==> config.mk <==
export PLATFORM = sky130hd
export DESIGN_NAME = register_readout_serializer
export DESIGN_NICKNAME = d
export VERILOG_FILES = /design/src/rtl/register_readout_serializer_pkg.sv /design/src/rtl/register_readout_serializer_beat_counter.sv /design/src/rtl/register_readout_serializer.sv
export SDC_FILE = /design/constraint.sdc
export NUM_CORES = 1
export LEC_CHECK = 0
export ABC_AREA = 1
export CELL_PAD_IN_SITES_DETAIL_PLACEMENT = 1
export CELL_PAD_IN_SITES_GLOBAL_PLACEMENT = 2
export CORE_MARGIN = 2
export CORE_UTILIZATION = 26
export CTS_BUF_LIST = sky130_fd_sc_hd__clkbuf_8
export CTS_CLUSTER_SIZE = 14
export DETAILED_ROUTE_END_ITERATION = 16
export PLACE_DENSITY = 0.82
export REMOVE_ABC_BUFFERS = 1
export SETUP_SLACK_MARGIN = 0.3
export SLEW_MARGIN = 5
export SYNTH_ARGS = -nofsm -noshare
export SYNTH_HDL_FRONTEND = slang
export SYNTH_SLANG_ARGS = --single-unit
==> constraint.sdc <==
create_clock -name clk -period 1.1 [get_ports clk]
set_input_delay 0.165 -clock clk [delete_from_list [all_inputs] [get_ports clk]]
set_output_delay 0.165 -clock clk [all_outputs]
set_load 0.1 [all_outputs]
==> src/rtl/register_readout_serializer_pkg.sv <==
// Shared types and sizing helpers for the register readout serializer.
// Optional feature macro used by the top: READOUT_PARITY_EN.
package readout_pkg;

  typedef enum logic [0:0] {
    ST_IDLE = 1'b0,
    ST_SEND = 1'b1
  } state_e;

  function automatic int beats_f(input int width, input int chunk);
    return (width + chunk - 32'sd1) / chunk;
  endfunction

  // A single-beat word still gets a 1-bit counter so port widths stay legal.
  function automatic int cnt_width_f(input int beats);
    if (beats <= 32'sd1) begin
      return 32'sd1;
    end else begin
      return $clog2(beats);
    end
  endfunction

endpackage

==> src/rtl/register_readout_serializer_beat_counter.sv <==
// Beat index counter for the readout serializer: clear, increment, and a
// registered terminal-count flag raised when the count reaches BEATS-1.
module readout_beat_counter
  import readout_pkg::*;
#(
  parameter int BEATS = 4,
  parameter int CW    = cnt_width_f(BEATS)
) (
  input  logic          clk,
  input  logic          rst,
  input  logic          clear,
  input  logic          inc,
  output logic [CW-1:0] count,
  output logic          tc
);

  logic [CW-1:0] count_r;
  logic [CW-1:0] count_nxt_s;
  logic          tc_r;

  // Next count: saturates at the terminal value so it never passes BEATS-1.
  always_comb begin
    count_nxt_s = count_r;
    if (clear) begin
      count_nxt_s = '0;
    end else if (inc && !tc_r) begin
      count_nxt_s = count_r + CW'(1'b1);
    end else begin
      count_nxt_s = count_r;
    end
  end

  // Count and terminal-count flag registers.
  always_ff @(posedge clk or negedge rst) begin
    if (!rst) begin
      count_r <= '0;
      tc_r    <= (BEATS == 32'sd1);
    end else begin
      count_r <= count_nxt_s;
      tc_r    <= (count_nxt_s == CW'(BEATS - 32'sd1));
    end
  end

  assign count = count_r;
  assign tc    = tc_r;

endmodule

==> src/rtl/register_readout_serializer.sv <==
// Captures a WIDTH-bit word on a load handshake and streams it LSB chunk first
// as CHUNK-bit valid/ready beats. READOUT_PARITY_EN adds a registered out_parity.
module register_readout_serializer
  import readout_pkg::*;
#(
  parameter int WIDTH = 32,
  parameter int CHUNK = 8
) (
  input  logic             clk,
  input  logic             rst,
  input  logic             load_valid,
  output logic             load_ready,
  input  logic [WIDTH-1:0] load_data,
  output logic             out_valid,
  input  logic             out_ready,
  output logic [CHUNK-1:0] out_data,
  output logic             out_last,
  output logic             busy
`ifdef READOUT_PARITY_EN
  ,
  output logic             out_parity
`endif
);

  localparam int BEATS = beats_f(WIDTH, CHUNK);
  localparam int CW    = cnt_width_f(BEATS);

  state_e           state_r, state_nxt_s;
  logic [WIDTH-1:0] shadow_r, shadow_nxt_s;
  logic [CHUNK-1:0] data_nxt_s, out_data_r;
  logic             last_nxt_s, out_last_r;
  logic             out_valid_r, busy_r, load_ready_r;
  logic             cnt_clr_s, cnt_inc_s, near_tc_s;
  logic [CW-1:0]    cnt_s;
  logic             tc_s;

  readout_beat_counter #(
    .BEATS (BEATS),
    .CW    (CW)
  ) u_beat_counter (
    .clk   (clk),
    .rst   (rst),
    .clear (cnt_clr_s),
    .inc   (cnt_inc_s),
    .count (cnt_s),
    .tc    (tc_s)
  );

  // The beat after the next transfer is the final one.
  assign near_tc_s = (BEATS > 32'sd1) && (cnt_s == CW'(BEATS - 32'sd2));

  // FSM next state, shadow update and next-cycle output values.
  always_comb begin
    state_nxt_s  = state_r;
    shadow_nxt_s = shadow_r;
    cnt_clr_s    = 1'b0;
    cnt_inc_s    = 1'b0;
    last_nxt_s   = out_last_r;
    data_nxt_s   = '0;
    case (state_r)
      ST_IDLE: begin
        if (load_valid && load_ready_r) begin
          state_nxt_s  = ST_SEND;
          shadow_nxt_s = load_data;
          cnt_clr_s    = 1'b1;
          last_nxt_s   = (BEATS == 32'sd1);
        end else begin
          last_nxt_s   = 1'b0;
        end
      end
      ST_SEND: begin
        if (out_valid_r && out_ready) begin
          if (tc_s) begin
            state_nxt_s  = ST_IDLE;
            last_nxt_s   = 1'b0;
          end else begin
            shadow_nxt_s = shadow_r >> CHUNK;
            cnt_inc_s    = 1'b1;
            last_nxt_s   = near_tc_s;
          end
        end else begin
          last_nxt_s   = out_last_r;
        end
      end
      default: begin
        state_nxt_s = ST_IDLE;
        last_nxt_s  = 1'b0;
      end
    endcase
    if (state_nxt_s == ST_SEND) begin
      data_nxt_s = shadow_nxt_s[CHUNK-1:0];
    end else begin
      data_nxt_s = '0;
    end
  end

  // State, shadow word and registered outputs.
  always_ff @(posedge clk or negedge rst) begin
    if (!rst) begin
      state_r      <= ST_IDLE;
      shadow_r     <= '0;
      out_valid_r  <= 1'b0;
      busy_r       <= 1'b0;
      load_ready_r <= 1'b0;
      out_data_r   <= '0;
      out_last_r   <= 1'b0;
    end else begin
      state_r      <= state_nxt_s;
      shadow_r     <= shadow_nxt_s;
      out_valid_r  <= (state_nxt_s == ST_SEND);
      busy_r       <= (state_nxt_s == ST_SEND);
      load_ready_r <= (state_nxt_s == ST_IDLE);
      out_data_r   <= data_nxt_s;
      out_last_r   <= last_nxt_s;
    end
  end

`ifdef READOUT_PARITY_EN
  logic parity_r;

  function automatic logic even_parity_f(input logic [CHUNK-1:0] d);
    return ^d;
  endfunction

  // Parity travels with out_data, so it holds under backpressure too.
  always_ff @(posedge clk or negedge rst) begin
    if (!rst) begin
      parity_r <= 1'b0;
    end else begin
      parity_r <= even_parity_f(data_nxt_s);
    end
  end

  assign out_parity = parity_r;
`endif

  assign load_ready = load_ready_r;
  assign out_valid  = out_valid_r;
  assign out_data   = out_data_r;
  assign out_last   = out_last_r;
  assign busy       = busy_r;

endmodule

# Word-level counts from Yosys, hierarchy flattened
# Cells that the tools add are included.
[op_classes]
magnitude_cmp = 0
reduce_logical = 5
shifts = 0
bitwise_logic = 2
n_mux = 17
add_sub_neg = 1
div_mod_pow = 0
multipliers = 0
n_eq_ne = 5
[ops]
columns = ["operator", "count"]
rows = [
  ["$mux W32", 3],
  ["$pmux W32 S2", 1],
  ["$mux W1", 8],
  ["$mux W8", 1],
  ["$eq A2 B2 Y1 const B", 2],
  ["$mux W2", 2],
  ["$ne A2 B2 Y1 const B", 2],
  ["$pmux W1 S2", 2],
  ["$logic_and A1 B1 Y1", 3],
  ["$reduce_and A3 Y1", 1],
  ["$add A2 B1 Y2 const B", 1],
  ["$ne A2 B1 Y1 const B", 1],
  ["$not A1 Y1", 2],
  ["$logic_not A1 Y1", 1],
]
[word_totals]
elab_cells = 38
mem_bits_rw = 0
in_bits = 36
reg_bits = 46
mem_count = 0
mem_bits_ro = 0
latch_bits = 0
out_inout_bits = 12

# Logic depth before layout (Yosys ltp)
[depth]
depth_word = 7
mapped_depth = 7
depth_no_buf = 6

# Cells and area by module
# A second synthesis with hierarchy kept.
[unflattened]
cells_unflattened = 252
area_unflattened_um2 = 2137.0
[by_module_without_submodules]
columns = ["mod", "area_per_inst_um2", "seq_area_each_um2", "cells_each", "n_inst"]
rows = [
  ["register_readout_serializer", 2000.7, 1076.0, 234, 1],
  ["readout_beat_counter", 136.4, 75.1, 18, 1],
]

# Worst setup path after synthesis
# Ideal clock, no wire load.
[synth_path]
path_kind = "register to register"
startpoint = "reg busy (netlist name)"
endpoint = "reg u_beat_counter.tc_r, in the netlist u_beat_counter.tc"
path_slack_ns = -0.798
period_less_slack_ns = 1.898
stages_incl_launch_ff = 8
arrival_time_ns = 1.779
n_path_buf = 1
required_ns = 0.981
cell_sequence = "dfrtp_1 > nand2_1 > nor2_2 > buf_4 > nand2_1 > nand2_1 > nor2_1 > and2_1"
[synth_lines]
columns = ["item", "line", "rtl"]
rows = [
  ["end signal, assigned", "register_readout_serializer_beat_counter.sv:37", "tc_r <= (BEATS == 32'sd1);"],
  ["end signal, assigned", "register_readout_serializer_beat_counter.sv:40", "tc_r <= (count_nxt_s == CW'(BEATS - 32'sd1));"],
  ["end, declared", "register_readout_serializer_beat_counter.sv:19", "logic tc_r;"],
]

==> impl_results.md <==
- Clock-pin slew on the worst setup and hold paths: about 0.08 ns
- Unique masters post-synth: 16
- Mapped cell area: just over 2000 µm²
- RSZ-0062 raised after global routing: true
- Worst setup SP type: flop
- GPL Wtd Cong: 0.743
- Core area: ~7700 µm²
- Worst Clk Skew: 0.00531 ns
- Worst min path class: primary input to async pin
- Kind of critical path: flop to flop
- Post-route DRC: 0
- Status: finished with violations
- Mean Syn Cell Area: 7.98 µm²
- Min setup slack post-route: -0.192 ns
- WP data required: roughly 1.3 ns
- Vias/cell: between 4 and 5
- Sequential share of the synthesized area: between 50% and 60%
- Global-route wire length before repair: between 9 and 10 mm
- Clock Sinks: 46
- Post-synth top area share: 56.4%
- Fin area: 3430 µm²
- Ys flop type: dfrtp_1
- Maximum clock rate: 0.774 GHz
- Pre-antenna DRT Iters: 4
- Fin. Hold Viols: 0
- Clk_lat worst skew: 0.29 ns
- Failing checks: setup timing
- Total I/O pin count: 48
- Minimum clock period after layout: around 1.3 ns
- Met3 Resource Use GR: under 10%
- Max Slew Vio Count: 0
- Die Y: a little over 90 µm
- R2r setup slk: -0.19 ns
- Met1 usage: ~16%
- TritonCTS clock tree: yes
- Synthesis warning total: 0
- Port buffer count: 47
- Power Density: around 2800 nW/µm²
- Vias in the first global route: between 1500 and 2000
- Post-Place Cell Area: roughly 2900 µm²
- Post-route ant nets: 0
- N_diodes: 0
- CP max stage delay: 0.45 ns
- Initial Util: 26.6%
- R2R cell count: 7
- Yosys top cell by area: dfrtp_1
- Dpl hpwl: approximately 3.7 mm
- Headroom to the max-slew limit: between 80% and 90%
- Ys async rst share: between 90% and 100%
- WL final: roughly 5.7 mm
- Leak: around 1.7 nW
- DIE AREA: roughly 8600 µm²
- Clk buf depth: 2
- Synthesized instance count: 256
- H-tree Lvls: 2
- #FFs+latches synth: 46
- Met2 GRT Util: between 20% and 30%
- Wire per inst: 12.9 µm
- Worst path slowest cell: dfrtp_2
- # nets final: approximately 380
- Inserted Clock Buffers: 5
- Num rows: 32
- DR vias: 1880
- EDFF count, synth: 0
- Crit-path cells: buf_4, nor2_4, buf_4, nor2_4, buf_12, nand2_1, nand3_1
- List of most frequent post-synthesis cells: 102 x nand2_1, 46 x dfrtp_1, 29 x nor2_1
- Crit end category: flop
- Arrival @ worst endpoint: 1.48 ns
- Setup TNS: -6.78 ns
- Gr busiest metal: met2
- Worst slew pin tran: approximately 0.26 ns
- Total Routing Usage GR: a little over an eighth
- Layout cells sized above 1: between 30 and 40%
- Top post-synthesis cells by area: dfrtp_1 56%, nand2_1 19%, nand3_1 5.9%
- Initial antenna violation count: 0
- Total congestion overflow: 0
- Fin crit share: 117%
- Max VDD drop: 804 µV
- Worst Path Max Fanout: 12
- Max_cap viols: 0
- Synth-to-Final Area Change: 68.1%
- Starting DRT DRC Count: just over 50
- Root Buffer: clkbuf_8
- Finish-stage setup viols: 49
- Die Wd: between 90 and 100 µm
- Count leader, synth: nand2_1
- Pin count of the biggest net entering global routing: 47
-- state kept, by name, summed over array words and instances (netlist names) --
register	count
shadow_r	32
out_data	8
u_beat_counter.count	2
busy	1
load_ready	1
out_last	1
u_beat_counter.tc	1
-- final cells by class --
class                      instances  area (µm²)
clock buffer                       5        68.8
fill                             900        4250
timing repair buffer              84        1000
inverter                          28         113
sequential                        46        1150
multi-input combinational        174         957
tap                              102         128
clock inverter                     2        10.0
-- routing by layer --
metal,vias to the layer above,wire [µm]
li1,937,-
met1,909,2500
met2,29,2960
met3,5,179
met4,0,48
met5,-,0
-- through the flow --
stage / cells / power (mW) / setup WS (ns) / utilization (%) / hold WS, ns
floorplan: 247 / 5.21 / -2.17 / - / -0.131
global route: 441 / 10.3 / -0.249 / 44.7 / 0.397
CTS: 437 / 9.15 / -0.205 / 41.9 / 0.382
global placement: 416 / 7.26 / -0.638 / 37.4 / 0.170
finish: 441 / 9.73 / -0.192 / 44.7 / 0.379
detailed placement: 416 / 7.43 / -0.711 / 37.4 / 0.173
-- where the power goes --
| group | internal, mW | switching [mW] | total [mW] |
|---|---|---|---|
| clock network | 0.428 | 0.557 | 0.985 |
| registers | 2.39 | 0.391 | 2.78 |
| logic | 2.51 | 3.46 | 5.97 |
-- logic make-up (layout without fill, tap and decap cells) --
group / count (synthesis) / in the layout / synth area share (%)
compound gates: 10 / 10 / 2.82
flops: 46 / 46 / 56.4
fa+ha+maj: 1 / 1 / 0.613
buf+inv: 37 / 119 / 7.72
simple gates: 162 / 163 / 32.5
-- repair_timing --
action,4_1_cts,5_1_grt
pin swaps,8,16
resized for setup,33,45
endpoints found under the hold margin,46,0
gates cloned,2,0
hold buffers,1,0
setup buffers,11,4
endpoints found under the setup margin,58,58
-- critical path: cells and delay by family (launching register included) --
kind | cells | cell delay (ns)
and+or+nand+nor | 4 | 0.29
DFF | 1 | 0.45
buffers and inverters | 3 | 0.43
-- placed cells by master (no fill, tap or decap), drive strengths merged --
| cell type | synthesis | routed |
|---|---|---|
| and2 | 1 | 1 |
| clkbuf | 0 | 5 |
| inv | 28 | 28 |
| dfrtp | 46 | 46 |
| a22o | 1 | 1 |
| clkinv | 0 | 2 |
| dlygate4sd3 | 0 | 1 |
| clkdlybuf4s50 | 0 | 34 |
| a21oi | 8 | 8 |
| ha | 1 | 1 |
| nor2 | 32 | 33 |
| nand2 | 103 | 103 |
| nand3 | 26 | 26 |
| buf | 9 | 49 |
| o21ai | 1 | 1 |
-- final timing paths --
| kind | from | endpoint |
|---|---|---|
| max | busy | shadow_r[11] |
| min | rst | out_data[6] |
| max reg2reg | busy | shadow_r[11] |
| min reg2reg | shadow_r[25] | shadow_r[25] |
| max in group asynchronous | rst | busy |
| min in group clk | load_data[25] | shadow_r[25] |
(Power assumes the default switching activity.)
